<file path="config.mk">
export PLATFORM = sky130hd
export DESIGN_NAME = bus_line_fill
export DESIGN_NICKNAME = d
export VERILOG_FILES = /design/src/rtl/bus_line_fill.sv
export SDC_FILE = /design/constraint.sdc
export NUM_CORES = 2
export LEC_CHECK = 0
export BUFFER_PORTS_ARGS = -buffer_cell sky130_fd_sc_hd__buf_2
export CAP_MARGIN = 20
export CORE_AREA = 3 3 391 393
export DETAILED_ROUTE_END_ITERATION = 10
export DIE_AREA = 0 0 394 396
export GPL_ROUTABILITY_DRIVEN = 0
export GPL_TIMING_DRIVEN = 0
export MAX_ROUTING_LAYER = met4
export PLACE_DENSITY = 0.55
export SYNTH_ARGS = -nofsm -noshare
export SYNTH_HDL_FRONTEND = slang
export SYNTH_SLANG_ARGS = --single-unit
</file>
<file path="constraint.sdc">
create_clock -name clk -period 2.6 [get_ports clk]
set_input_delay 0.26 -clock clk [delete_from_list [all_inputs] [get_ports clk]]
set_output_delay 0.26 -clock clk [all_outputs]
set_load 0.01 [all_outputs]
</file>
<file path="src/rtl/bus_line_fill.sv">
// Line-fill read engine: arbitrates for the shared Sysbus, issues one read,
// gathers BEATS response beats and presents the assembled line to its stage.
module bus_line_fill #(
  parameter int                   BUS_DATA_WIDTH = 64,
  parameter int                   BUS_TAG_WIDTH  = 13,
  parameter int                   ADDRESS_WIDTH  = 64,
  parameter int                   BEATS          = 8,
  parameter logic [BUS_TAG_WIDTH-1:0] READ_TAG   = 13'h1100
) (
  input  logic                                clk,
  input  logic                                reset,
  input  logic                                in_req_valid,
  input  logic [ADDRESS_WIDTH-1:0]            in_req_addr,
  output logic                                out_req_ready,
  input  logic                                in_flush,
  output logic                                out_line_valid,
  output logic [BUS_DATA_WIDTH*BEATS-1:0]     out_line,
  output logic [ADDRESS_WIDTH-1:0]            out_line_addr,
  output logic                                out_abtr_reqcyc,
  input  logic                                in_abtr_grant,
  output logic                                out_bus_busy,
  output logic                                out_bus_reqcyc,
  output logic [BUS_DATA_WIDTH-1:0]           out_bus_req,
  output logic [BUS_TAG_WIDTH-1:0]            out_bus_reqtag,
  input  logic                                in_bus_reqack,
  input  logic                                in_bus_respcyc,
  input  logic [BUS_DATA_WIDTH-1:0]           in_bus_resp,
  input  logic [BUS_TAG_WIDTH-1:0]            in_bus_resptag,
  output logic                                out_bus_respack
);

  localparam int LINE_W   = BUS_DATA_WIDTH * BEATS;
  localparam int OFF_BITS = $clog2(LINE_W / 8);
  localparam int CNT_W    = $clog2(BEATS);

  typedef enum logic [2:0] {
    IDLE = 3'd0,
    ARB  = 3'd1,
    REQ  = 3'd2,
    RESP = 3'd3,
    DONE = 3'd4
  } state_t;

  state_t                    state_r;
  logic [CNT_W-1:0]          cnt_r;
  logic                      drop_r;
  logic [ADDRESS_WIDTH-1:0]  addr_r;
  logic [LINE_W-1:0]         buf_r;
  logic [LINE_W-1:0]         buf_next_s;
  logic                      last_beat_s;
  logic [BUS_TAG_WIDTH-1:0]  resptag_unused_s;

  // Response tags are not checked; only one read is ever outstanding.
  assign resptag_unused_s = in_bus_resptag;

  // Staging buffer with the current beat merged into its slot.
  always_comb begin
    buf_next_s = buf_r;
    buf_next_s[int'(cnt_r)*BUS_DATA_WIDTH +: BUS_DATA_WIDTH] = in_bus_resp;
  end

  assign last_beat_s = in_bus_respcyc && (cnt_r == CNT_W'(BEATS - 1));

  assign out_req_ready   = (state_r == IDLE);
  assign out_abtr_reqcyc = (state_r == ARB);
  assign out_bus_busy    = (state_r == REQ) || (state_r == RESP);
  assign out_bus_reqcyc  = (state_r == REQ);
  assign out_bus_req     = (state_r == REQ) ? BUS_DATA_WIDTH'(addr_r) : {BUS_DATA_WIDTH{1'b0}};
  assign out_bus_reqtag  = (state_r == REQ) ? READ_TAG : {BUS_TAG_WIDTH{1'b0}};
  assign out_bus_respack = (state_r == RESP) && in_bus_respcyc;
  assign out_line_valid  = (state_r == DONE) && !in_flush;

  // Fill sequencer; beats land in buf_r so a dropped fill never disturbs out_line.
  always_ff @(posedge clk) begin
    if (reset) begin
      state_r       <= IDLE;
      cnt_r         <= {CNT_W{1'b0}};
      drop_r        <= 1'b0;
      addr_r        <= {ADDRESS_WIDTH{1'b0}};
      buf_r         <= {LINE_W{1'b0}};
      out_line      <= {LINE_W{1'b0}};
      out_line_addr <= {ADDRESS_WIDTH{1'b0}};
    end else begin
      case (state_r)
        IDLE: begin
          drop_r <= 1'b0;
          if (in_req_valid && !in_flush) begin
            addr_r  <= {in_req_addr[ADDRESS_WIDTH-1:OFF_BITS], {OFF_BITS{1'b0}}};
            state_r <= ARB;
          end else begin
            state_r <= IDLE;
          end
        end
        ARB: begin
          if (in_flush) begin
            state_r <= IDLE;
          end else if (in_abtr_grant) begin
            state_r <= REQ;
          end else begin
            state_r <= ARB;
          end
        end
        REQ: begin
          // Once the bus is ours the transaction runs to completion; a flush only marks it.
          if (in_flush) begin
            drop_r <= 1'b1;
          end else begin
            drop_r <= drop_r;
          end
          if (in_bus_reqack) begin
            cnt_r   <= {CNT_W{1'b0}};
            state_r <= RESP;
          end else begin
            state_r <= REQ;
          end
        end
        RESP: begin
          if (in_bus_respcyc) begin
            buf_r <= buf_next_s;
            if (last_beat_s) begin
              cnt_r  <= {CNT_W{1'b0}};
              drop_r <= 1'b0;
              if (drop_r || in_flush) begin
                state_r <= IDLE;
              end else begin
                out_line      <= buf_next_s;
                out_line_addr <= addr_r;
                state_r       <= DONE;
              end
            end else begin
              cnt_r   <= cnt_r + CNT_W'(1);
              drop_r  <= drop_r | in_flush;
              state_r <= RESP;
            end
          end else begin
            drop_r  <= drop_r | in_flush;
            state_r <= RESP;
          end
        end
        DONE: begin
          state_r <= IDLE;
        end
        default: begin
          state_r <= IDLE;
          cnt_r   <= {CNT_W{1'b0}};
          drop_r  <= 1'b0;
        end
      endcase
    end
  end

endmodule

</file>
==> summary.txt <==
Power and ir drop
  • Pwr Density: around 660 nW/um^2
  • VDD IR max: between 500 and 600 uV
  • Tot Pwr: between 30 and 40 mW
  • Pleak: 23.9 nW

Setup path
  • Max FO, Critical Path: 10
  • Crit path DAT: 3.19 ns
  • Critical path's slowest cell: dfxtp_4
  • Crit-path max cell delay: 0.38 ns
  • Req. time, crit path: 3.23 ns
  • CP delay by family, top: buffers and inverters
  • WS Path Type: reg -> reg
  • Buf/Inv on CP: 6
  • Critical Path End Type: register
  • CP most frequent cell: buf_8
  • Crit-path cells: buf_8 -> clkinvlp_4 -> ha_2 -> ha_4 -> buf_8 -> o311ai_2 -> clkbuf_8 -> buf_4 -> buf_2 -> a221oi_4 -> nor3_1
  • CP Launch Type: register

GRT
  • Pin count of the biggest net entering global routing: 17
  • Gr ovfl total: 0
  • Met1 usage in global routing: 0.345
  • Most used routing layer: met2
  • Met2 Usage GRT: 0.459
  • GRT Util Overall: 0.291
  • Vias in the first global route: 43498
  • Met3 usage: 0.0807
  • First-pass GRT wire length: around 320000 um
  • Initial antenna violation count: 19

Final layout
  • Area Overhead vs Synth: 31.7%
  • # fillers: 15428
  • Most common cell after layout, fill and taps aside: dfxtp_1
  • Post-route cell area: approximately 60000 sq um
  • Final Non-Filler Cells: 8360
  • Util after Layout: 0.393
  • Share of layout cells above drive strength 1: 0.247
  • Most frequent cells in the layout: 1144 x dfxtp_1, 849 x buf_2, 647 x nor2_1
  • Final net count: 6382

STA
  • Hold slack: 0.0694 ns
  • Crit path time final: 2.56 ns
  • F_max: 0.390 GHz
  • Final slew viol count: 0
  • Fin crit share: 0.985
  • Relative slew slack: 0.168
  • Final Setup Violations: 0
  • Final hold viol count: 0
  • Clk_skew: about 0.051 ns
  • RSZ-0062 raised after global routing: yes
  • Slew @ Worst Pin: 1.25 ns

Flow run
  • Max cap viols: 0

Placed design
  • DP Area: 51000 sq um
  • Half-perimeter wire length after detailed placement: between 150000 and 200000 um
  • Placed cells: roughly 8000
  • Port-buffer cells: 702

Synthesis
  • Sequential area share after synthesis: 0.513
  • Mean Syn Cell Area: 8.50 sq um
  • Synth Flop Type: dfxtp_1
  • Mapped cell area: 44700 sq um
  • Number of enable flip-flop cells after synthesis: 0
  • Synth Register Bits: 1147
  • Asr flop ratio synth: 0
  • Yosys warnings: 0
  • Syn Inst Count: 5260
  • Distinct cells, synth: 45

Clocking
  • Clk buf depth: 3
  • CTS tree: yes
  • CTS Root Cell: clkbuf_16
  • Htree depth: 4
  • CTS buffer count: between 100 and 150
  • CTS clk-pin slew, worst paths: 0.06 ns
  • Skew-Pair Late Insertion Delay: 0.79 ns
  • CTS sink count: about 1100

Drt
  • First-pass DRT Iterations: 5
  • Final wirelength: about 230000 um
  • Drc violations: 0
  • Via/cell ratio: 5.57
  • Detail Route Antenna Nets: 0
  • First DRT Iteration DRCs: 4691
  • DR vias: 46531
  • Routed len/inst: about 28 um

Floorplanning
  • Die Ht: 396 um
  • Initial Util: 0.299
  • Row cnt: 142
  • Die width: about 390 um
  • CORE AREA: 150000 sq um
  • I/O Pins: about 800
  • Total die area: 156000 sq um

Hold path
  • Hold Crit Class: in -> reg

Status
  • Status: finished, final reports clean
-- path summary, 6_finish.rpt --
| kind | startpoint | endpoint | slack (ns) | cells past startpoint |
|---|---|---|---|---|
| hold reg to reg | buf_r[30]$_SDFFE_PP0P_ | out_line[30]$_SDFFE_PP0P_ | 0.45 | 2 |
| setup / recovery | cnt_r[0]$_SDFFE_PP0P_ | out_line[214]$_SDFFE_PP0P_ | 0.04 | 11 |
| setup reg to reg | cnt_r[0]$_SDFFE_PP0P_ | out_line[214]$_SDFFE_PP0P_ | 0.04 | 11 |
| hold / removal | in_bus_resp[2] | buf_r[450]$_SDFFE_PP0P_ | 0.07 | 3 |
-- synthesized netlist by cell type, types with 3 or more instances --
library cell	instances	area share
and3_1	59	0.0083
nor3_1	452	0.051
nor2_2	3	0.00042
dfxtp_1	1147	0.51
nor2_1	651	0.055
nand3_1	258	0.029
nor2b_1	7	0.00098
a22o_1	175	0.034
clkbuf_1	400	0.034
ha_1	8	0.0022
nand3b_1	17	0.0029
o311ai_1	3	0.00059
or3_1	4	0.00056
a21oi_1	502	0.056
buf_2	246	0.028
nor3b_1	4	0.00067
nand2_1	602	0.051
a211oi_1	176	0.030
a221oi_1	445	0.087
inv_1	7	0.00059
a311oi_1	23	0.0045
buf_1	15	0.0013
buf_4	29	0.0049
-- worst reg2reg max path, cell delays in order (launching register included) --
cell        delay [ns]
dfxtp_4           0.38
buf_8             0.12
clkinvlp_4        0.08
ha_2              0.21
ha_4              0.32
buf_8             0.15
o311ai_2          0.14
clkbuf_8          0.18
buf_4             0.18
buf_2             0.22
a221oi_4          0.35
nor3_1            0.08
-- cell families after synthesis --
family / count (synthesis) / share of synthesized area
and+or+nand+nor: 2077 / 0.203
other: 1 / 0.0000839
DFF: 1147 / 0.513
buffers and inverters: 697 / 0.0678
adders and majority gates: 8 / 0.00224
AOI/OAI and AO/OA: 1329 / 0.213
muxes: 1 / 0.000252
-- layer usage --
layer  vias up  wire (um)
li1      20822          -
met1     22823      89100
met2      2457     107000
met5         -          0
met4         0      11700
met3       429      24500
-- area by class of cell --
class / count / area, sq um / area share
multi-input combinational: 3438 / 20400 / 0.346
clock inverter: 41 / 612 / 0.0104
antenna: 13 / 32.5 / 0.000552
tap: 2016 / 2520 / 0.0428
buffer: 687 / 3770 / 0.0640
clock buffer: 200 / 3890 / 0.0661
sequential: 1147 / 23000 / 0.390
inverter: 7 / 33.8 / 0.000573
timing repair buffer: 811 / 4700 / 0.0798
-- sequential cells by signal, summed over array words and instances, names as in the netlist --
name           count
drop_r             1
cnt_r              3
out_line_addr     58
state_r            3
out_line         512
buf_r            512
addr_r            58
-- per-stage QoR --
step | setup slack, ns | TNS, ns
floorplan | 0.0953 | 0
global placement | -1.65 | -922.91
detailed placement | -1.25 | -760.64
CTS | 0.000225 | 0
global route | -0.0268 | -0.313
finish | 0.0378 | 0
-- what timing repair did --
| item | in CTS | in global routing |
|---|---|---|
| hold endpoints to repair | 73 | 0 |
| pin swaps | 13 | 20 |
| gates cloned | 3 | 1 |
| setup buffers | 15 | 13 |
| resized for setup | 345 | 311 |
| hold buffers | 63 | 0 |
| setup endpoints to repair | 1124 | 1002 |
-- where the power goes --
part	switching [mW]	internal [mW]	total, mW
clock network	8.26	11.1	19.4
registers	0.0481	17.6	17.7
logic	1.24	0.314	1.55
total	9.55	29.1	38.6
Power figures use the tool's default switching activity.
